### src/rtl/apb_bcd_requester.sv
// APB requester that runs one BCD addition on the APB_BCD completer: writes operands and start,
// polls for done, reads the sum. Optional build macro: BCD_INPUT_CHECK_EN (rejects non-BCD operands).
module apb_bcd_requester #(
  parameter int unsigned DIGITS    = 3,
  parameter logic [31:0] ADDR_CTRL = 32'h0,
  parameter logic [31:0] ADDR_A    = 32'h4,
  parameter logic [31:0] ADDR_B    = 32'h8,
  parameter logic [31:0] ADDR_RES  = 32'hC,
  parameter int unsigned POLL_MAX  = 16
) (
  input  logic                    PCLK,
  input  logic                    PRESET,
  input  logic                    req_valid,
  output logic                    req_ready,
  input  logic [4*DIGITS-1:0]     op_a,
  input  logic [4*DIGITS-1:0]     op_b,
  output logic                    res_valid,
  input  logic                    res_ready,
  output logic [4*(DIGITS+1)-1:0] res_data,
  output logic                    res_err,
  output logic                    PSEL,
  output logic                    PENABLE,
  output logic                    PWRITE,
  output logic [31:0]             PADDR,
  output logic [31:0]             PWDATA,
  input  logic [31:0]             PRDATA,
  input  logic                    PREADY
);

  localparam int unsigned OpW  = 4 * DIGITS;
  localparam int unsigned ResW = 4 * (DIGITS + 1);
  localparam int unsigned CntW = $clog2(POLL_MAX + 1);
  localparam logic [CntW-1:0] PollLast = CntW'(POLL_MAX - 1);

  typedef enum logic [1:0] {StIdle, StSetup, StAccess, StResp} state_e;
  typedef enum logic [2:0] {StepWrA, StepWrB, StepWrCtrl, StepPoll, StepRdRes} step_e;

  state_e          state_q, state_d;
  step_e           step_q, step_d;
  logic [OpW-1:0]  op_a_q, op_a_d, op_b_q, op_b_d;
  logic [31:0]     paddr_q, paddr_d, pwdata_q, pwdata_d;
  logic            pwrite_q, pwrite_d;
  logic [CntW-1:0] cnt_q, cnt_d;
  logic [ResW-1:0] res_data_q, res_data_d;
  logic            res_err_q, res_err_d;
  logic            reject;

`ifdef BCD_INPUT_CHECK_EN
  function automatic logic has_bad_nibble(input logic [OpW-1:0] v);
    logic bad;
    bad = 1'b0;
    for (int i = 0; i < int'(DIGITS); i++) begin
      if (v[4*i +: 4] > 4'd9) bad = 1'b1;
    end
    return bad;
  endfunction

  assign reject = has_bad_nibble(op_a) | has_bad_nibble(op_b);
`else
  assign reject = 1'b0;
`endif

  logic unused_prdata;
  assign unused_prdata = ^{PRDATA[31:ResW], PRDATA[0]};

  always_comb begin
    state_d    = state_q;
    step_d     = step_q;
    op_a_d     = op_a_q;
    op_b_d     = op_b_q;
    paddr_d    = paddr_q;
    pwdata_d   = pwdata_q;
    pwrite_d   = pwrite_q;
    cnt_d      = cnt_q;
    res_data_d = res_data_q;
    res_err_d  = res_err_q;

    unique case (state_q)
      StIdle: begin
        if (req_valid) begin
          op_a_d = op_a;
          op_b_d = op_b;
          cnt_d  = '0;
          if (reject) begin
            state_d    = StResp;
            res_err_d  = 1'b1;
            res_data_d = '0;
          end else begin
            state_d = StSetup;
            step_d  = StepWrA;
          end
        end
      end
      StSetup: state_d = StAccess;
      StAccess: begin
        if (PREADY) begin
          state_d = StSetup;
          unique case (step_q)
            StepWrA:    step_d = StepWrB;
            StepWrB:    step_d = StepWrCtrl;
            StepWrCtrl: step_d = StepPoll;
            StepPoll: begin
              if (PRDATA[1]) begin
                step_d = StepRdRes;
              end else if (cnt_q == PollLast) begin
                state_d    = StResp;
                res_err_d  = 1'b1;
                res_data_d = '0;
              end else begin
                cnt_d = cnt_q + 1'b1;
              end
            end
            StepRdRes: begin
              state_d    = StResp;
              res_data_d = PRDATA[ResW-1:0];
              res_err_d  = 1'b0;
            end
            default: state_d = StIdle;
          endcase
        end
      end
      StResp: if (res_ready) state_d = StIdle;
      default: state_d = StIdle;
    endcase

    // Address/data are loaded once on entry to SETUP and held through ACCESS and afterwards.
    if (state_d == StSetup) begin
      unique case (step_d)
        StepWrA: begin
          paddr_d = ADDR_A; pwdata_d = 32'(op_a_d); pwrite_d = 1'b1;
        end
        StepWrB: begin
          paddr_d = ADDR_B; pwdata_d = 32'(op_b_d); pwrite_d = 1'b1;
        end
        StepWrCtrl: begin
          paddr_d = ADDR_CTRL; pwdata_d = 32'h1; pwrite_d = 1'b1;
        end
        StepPoll: begin
          paddr_d = ADDR_CTRL; pwdata_d = 32'h0; pwrite_d = 1'b0;
        end
        StepRdRes: begin
          paddr_d = ADDR_RES; pwdata_d = 32'h0; pwrite_d = 1'b0;
        end
        default: ;
      endcase
    end
  end

  always_ff @(posedge PCLK or posedge PRESET) begin
    if (PRESET) begin
      state_q    <= StIdle;
      step_q     <= StepWrA;
      op_a_q     <= '0;
      op_b_q     <= '0;
      paddr_q    <= '0;
      pwdata_q   <= '0;
      pwrite_q   <= 1'b0;
      cnt_q      <= '0;
      res_data_q <= '0;
      res_err_q  <= 1'b0;
    end else begin
      state_q    <= state_d;
      step_q     <= step_d;
      op_a_q     <= op_a_d;
      op_b_q     <= op_b_d;
      paddr_q    <= paddr_d;
      pwdata_q   <= pwdata_d;
      pwrite_q   <= pwrite_d;
      cnt_q      <= cnt_d;
      res_data_q <= res_data_d;
      res_err_q  <= res_err_d;
    end
  end

  assign req_ready = (state_q == StIdle);
  assign PSEL      = (state_q == StSetup) || (state_q == StAccess);
  assign PENABLE   = (state_q == StAccess);
  assign PWRITE    = pwrite_q;
  assign PADDR     = paddr_q;
  assign PWDATA    = pwdata_q;
  assign res_valid = (state_q == StResp);
  assign res_data  = res_data_q;
  assign res_err   = res_err_q;

endmodule

### config.mk
export PLATFORM = sky130hd
export DESIGN_NAME = apb_bcd_requester
export DESIGN_NICKNAME = d
export VERILOG_FILES = /design/src/rtl/apb_bcd_requester.sv
export SDC_FILE = /design/constraint.sdc
export NUM_CORES = 1
export LEC_CHECK = 0
export BUFFER_PORTS_ARGS = -buffer_cell sky130_fd_sc_hd__buf_4
export CAP_MARGIN = 20
export CORE_ASPECT_RATIO = 0.8
export CORE_MARGIN = 2
export CORE_UTILIZATION = 45
export CTS_CLUSTER_DIAMETER = 60
export DETAILED_ROUTE_END_ITERATION = 10
export HOLD_SLACK_MARGIN = 0.12
export PLACE_DENSITY = 0.76
export REMOVE_ABC_BUFFERS = 1
export SLEW_MARGIN = 20
export SYNTH_ARGS = -nofsm -noshare
export SYNTH_HDL_FRONTEND = slang
export SYNTH_SLANG_ARGS = --single-unit
### constraint.sdc
create_clock -name PCLK -period 3.3 [get_ports PCLK]
set_input_delay 0.495 -clock PCLK [delete_from_list [all_inputs] [get_ports PCLK]]
set_output_delay 0.495 -clock PCLK [all_outputs]
set_load 0.005 [all_outputs]
==> After elaboration in Yosys (flattened, before gate mapping) <==
Index checks and enable logic that the tools add are counted.
{ "totals": {"output_inout_bits": 86, "register_bits": 116} }
{ "classes": {"reduce_logical": 18, "eq_ne": 20, "mux": 31, "add_sub_neg": 1} }
{ "op_table": {"columns": ["op", "count"], "rows": [
  ["case mux 32 bit (4 select lines)", 2],
  ["two-way mux 12 bit", 4],
  ["two-way mux 16 bit", 2],
  ["case mux 16 bit (2 select lines)", 1],
  ["two-way mux 5 bit", 5],
  ["equality test 3 x 2 -> 1 bit, second input constant", 4],
  ["case mux 3 bit (4 select lines)", 1],
  ["two-way mux 2 bit", 5],
  ["!= test 2 bit, second input constant", 5],
  ["case mux 5 bit (2 select lines)", 1],
  ["two-way mux 3 bit", 3],
  ["case mux 2 bit (4 select lines)", 1],
  ["nonzero test 4 bit", 2],
  ["equality test 3 x 1 -> 1 bit, second input constant", 2],
  ["equality test 3 bit, second input constant", 2],
  ["logical NOT 3 bit", 2],
  ["case mux 2 bit (3 select lines)", 1],
  ["case mux 3 bit (2 select lines)", 1],
  ["AND reduction 2 bit", 3],
  ["AND reduction 6 bit", 1],
  ["nonzero test 2 bit", 3],
  ["OR reduction 3 bit", 2],
  ["adder 5 x 1 -> 5 bit, second input constant", 1],
  ["equality test 5 x 4 -> 1 bit, second input constant", 1],
  ["9 further kinds", 15]
]} }

==> Depth between registers and ports, before layout <==
{ "depth": {"depth_word": 8, "ltp_mapped": 11, "mapped_depth_nobuf": 9} }

==> Worst setup path after synthesis <==
No wires, ideal clock.
{ "synth_path": {"path_type": "register to register", "from": "register cnt_q[0]", "to": "register pwdata_q[0] (netlist: PWDATA[0])", "n_path_buf": 1, "slack_ns": 0.973, "stages_incl_launch_ff": 10, "arrival_time_ns": 2.202, "synth_period_minus_slack_ns": 2.327, "required_time_ns": 3.175, "setup_ns": 0.125, "path_cell_list": "dfrtp_1 ha_1 and3_1 ha_1 a221o_1 a21oi_2 o21ai_2 a21oi_4 buf_12 mux2_4"} }
{ "synth_via": {"elab_chain_len": 8} }
{ "synth_rtl": {"columns": ["item", "line_no", "rtl"], "rows": [
  ["start, declared", "43", "logic [CntW-1:0] cnt_q, cnt_d;"],
  ["start signal, assigned", "169", "cnt_q <= cnt_d;"],
  ["equality test 5 x 4 -> 1 bit", "105", "end else if (cnt_q == PollLast) begin"],
  ["two-way mux 2 bit", "105", null],
  ["two-way mux 2 bit", "103", "if (PRDATA[1]) begin"],
  ["case mux 2 bit (3 select lines)", "98", "unique case (step_q)"],
  ["two-way mux 2 bit", "96", "if (PREADY) begin"],
  ["case mux 2 bit (4 select lines)", "78", "unique case (state_q)"],
  ["equality test 2 x 1 -> 1 bit", "127", "if (state_d == StSetup) begin"],
  ["AND reduction 2 bit (no line)", null, null],
  ["end signal, assigned", "167", "pwdata_q <= pwdata_d;"],
  ["end, declared", "41", "logic [31:0] paddr_q, paddr_d, pwdata_q, pwdata_d;"]
]} }
Every way passes these cells.
A chain may end at the register's enable or synchronous reset.

==> Worst setup path in the final report <==
{ "layout_path": {"from": "register state_q[0]", "to": "register pwdata_q[9] (netlist: PWDATA[9])"} }
{ "layout_via": {"elab_chain_len": 6, "word_cells_on_any_way": 21, "cone_classes": "eq/ne (8); mux (8); reduce/logical (5)"} }
{ "layout_rtl": {"columns": ["item", "line_no", "rtl"], "rows": [
  ["start, declared", "38", "state_e state_q, state_d;"],
  ["start signal, assigned", "151", "state_q <= StIdle;"],
  ["start signal, assigned", "162", "state_q <= state_d;"],
  ["equality test 2 bit or logical NOT 2 bit (tied branches)", "78", null],
  ["case mux 3 bit (2 select lines)", "78", null],
  ["equality test 3 bit or equality test 3 x 2 -> 1 bit (tied branches)", "128", "unique case (step_d)"],
  ["OR reduction 2 bit (no line)", null, null],
  ["nonzero test 4 bit (no line)", null, null],
  ["AND reduction 2 bit (no line)", null, null]
]} }
Several ways; a longest one is shown, not always the timed one. The select of a mux whose other input is x is not followed.

==> metrics.yaml <==
synth_edf_count: 0
insertedDiodeCount: 0
io_buffers: 80
start_util: 0.4605
p_comb_frac: 0.469
relSlewSlack: 0.3785
cts_root_buffer: "clkbuf_8"
synth-simple-area-share: 0.1156
place_congestion: 0.8232
ys_seq_elements: 66
synthXorXnorAreaFrac: 0
worstMarginPinSlew_ns: 0.9309
synthAdderAreaFrac: 0.01846
grt_first_pass_wirelength_um: 11030
fin_skew_ns: 0.006671
path_clk_slew_ns: 0.07
drt_iter0_drc: 77
synth_area_mm2: 0.003388
nNetsFinal: 448
r2r_slack_ns: 0.54
cts_resized: 0
area_growth_pct: 20.57
synthMuxAreaShare: 0.1285
placed_area_mm2: 0.003882
hold_path_class: "primary input to async pin"
cts_buffer_depth: 2
p_sw_mw: 1.367
cts_setup_buffers: 0
yosysTopAreaCell: "dfrtp_1"
num_rows: 28
drive_gt1_frac: 0.3782
seq_power_share: 0.354
vdd_drop_max_uv: 402.5
synth-main-ff-cell: "dfrtp_1"
clkLatencyLatePin_ns: 0.34
avgSynthCellArea_um2: 11.33
reg2reg_from: "state_q[0]$_DFF_PP0_"
setup_tns_ns: 0
synthCells: 299
crit_chain: "inv_1, ha_1, inv_1, o21ai_1, a211o_1, nand2_1, a21oi_4, mux2_2"
critPathCaptureType: "flop"
grt_max_degree: 47
p_int_mw: 2.514
cp_common_cell: "inv_1"
ys_types: 43
cts_tree: "yes"
drtPass1Iterations: 4
ctsHoldBuffers: 0
die_w_um: 101.0
rsz0062_at_grt: "no"
grt-ovfl-total: 0
vias: 2366
grt_pass1_vias: 2370
cts_inserted_buffers: 9
track_usage: 0.1752
ioPinCount: 147
async_flop_share: 1.000
drt-vias-per-instance: 4.971
worstPathMaxFanout: 14
synth_top_family_by_area: "buffers and inverters"
synth_top_area_frac: 0.4874
cap_viol_max_count: 0
synth.yosys.seq_area_share: 0.4874
fp.coreArea_mm2: 0.007357
p_leak_nw: 2.064
synth_warnings: 0
fin_cells: 476
power_density_mw_per_mm2: 950.1
finalCritPeriodShare: 0.8352
cpPeakStageDelay_ns: 0.55
antenna_found_initial: 0
h-tree-depth: 3
ant_nets: 0
die_y_um: 81.61
wl_per_cell_um: 14.66
clkPwrFrac: 0.177
final_util: 0.5553
dp_hpwl_um: 4887
synth-compound-area-share: 0.1023
routed_wl_um: 6979
crit_arrival_ns: 2.98
status: "complete, no violations"
design_area_mm2: 0.004085
slowest_stage: "a21oi_4"
crit_type: "flop to flop"
synth_area_leaders: "dfrtp_1 (49%), buf_4 (11%), mux2_2 (9.3%)"
hold_viol_final: 0
cp-start-kind: "flop"
finalSetupViolations: 0
reg2regPathDepth: 8
slew_viol_final: 0
r2r_end: "PWDATA[9]$_DFFE_PP0P_"
period_minus_slack_ns: 2.756
cts_sinks: 66
swShare: 0.3523
dp.cells: 461
die-area_mm2: 0.008244
crit_required_ns: 3.52
drc: 0
fmax_ghz: 0.3628
[area by class of cell]
cell class | instances | area, µm²
clock buffer | 11 | 151.4
clock inverter | 4 | 51.30
fill | 661 | 3272
inverter | 11 | 41.29
multi-input combinational | 207 | 1424
sequential | 66 | 1652
tap | 90 | 112.6
timing repair buffer | 87 | 653.1
[flip-flops by register name, summed over array words and instances (netlist names)]
| signal | cells |
|---|---|
| PADDR | 2 |
| res_err | 1 |
| step_q | 3 |
| op_b_q | 12 |
| PWRITE | 1 |
| state_q | 2 |
| op_a_q | 12 |
| cnt_q | 5 |
| res_data | 16 |
| PWDATA | 12 |
[cells in the mapped netlist, types with 2 or more instances]
| master | count |
|---|---|
| a211oi_1 | 3 |
| o21ai_2 | 2 |
| o21ai_0 | 4 |
| nand2_1 | 21 |
| clkbuf_1 | 8 |
| buf_4 | 50 |
| nor3_1 | 3 |
| nand3b_1 | 2 |
| a21oi_1 | 2 |
| inv_1 | 11 |
| mux2_2 | 28 |
| nand2b_1 | 7 |
| nand4_1 | 22 |
| ha_1 | 5 |
| buf_2 | 3 |
| a22o_1 | 17 |
| nor2_1 | 10 |
| mux2_4 | 8 |
| nand3_1 | 4 |
| dfrtp_1 | 66 |
[critical path: cells and delay by family (launching register included)]
kind	cells	cell delay, ns
compound gates	3	0.94
flops	1	0.42
mux	1	0.41
simple gates	1	0.11
buf+inv	2	0.33
fa+ha+maj	1	0.44
[metrics by stage]
stage                     setup slack (ns)  total power [mW]  hold WS (ns)
after floorplan                     0.1688             2.521        0.4485
after global routing                0.3328             4.164        0.3504
final                               0.5438             3.881        0.3676
after CTS                           0.5156             3.914        0.3580
after detailed placement            0.5341             3.210        0.4768
after global placement              0.5945             3.135        0.4635
[layout by cell type, fill, tap and decap left out, types with 10 or more instances in the layout]
master	synthesis	final
conb_1	1	50
mux2_2	28	28
nor2_1	10	10
a22o_1	17	17
nand4_1	22	22
nand2_1	21	21
buf_4	50	87
clkbuf_8	0	11
dfrtp_1	66	66
inv_1	11	10
[worst max path at each step]
stage                             endpoint  depth (start not counted)            startpoint
floorplan           PWDATA[10]$_DFFE_PP0P_                          8  state_q[0]$_DFF_PP0_
global placement    PWDATA[10]$_DFFE_PP0P_                          8  state_q[0]$_DFF_PP0_
detailed placement   PWDATA[9]$_DFFE_PP0P_                          8  state_q[0]$_DFF_PP0_
CTS                  PWDATA[9]$_DFFE_PP0P_                          8  state_q[0]$_DFF_PP0_
global route         PWDATA[9]$_DFFE_PP0P_                          8  state_q[0]$_DFF_PP0_
finish               PWDATA[9]$_DFFE_PP0P_                          8  state_q[0]$_DFF_PP0_
[cell families after synthesis]
logic type,Yosys count
flops,66
simple gates,74
fa+ha+maj,5
buf+inv,75
other cells,1
mux,36
compound gates,42
[power by group through the flow]
stage	clock network [mW]	registers, mW	logic, mW
2_1_floorplan	0	1.36	1.16
3_3_place_gp	0	1.37	1.77
3_5_place_dp	0	1.38	1.83
4_1_cts	0.702	1.38	1.84
5_1_grt	0.744	1.41	2.01
6_report	0.685	1.38	1.82
[routing by layer]
layer,vias up,wire [µm],GRT usage
met5,-,0,0
met3,7,395,0.06213
li1,1127,-,-
met4,0,51,0.05135
met2,70,3480,0.2927
met1,1162,3051,0.2167
Power figures use the tool's default switching activity.
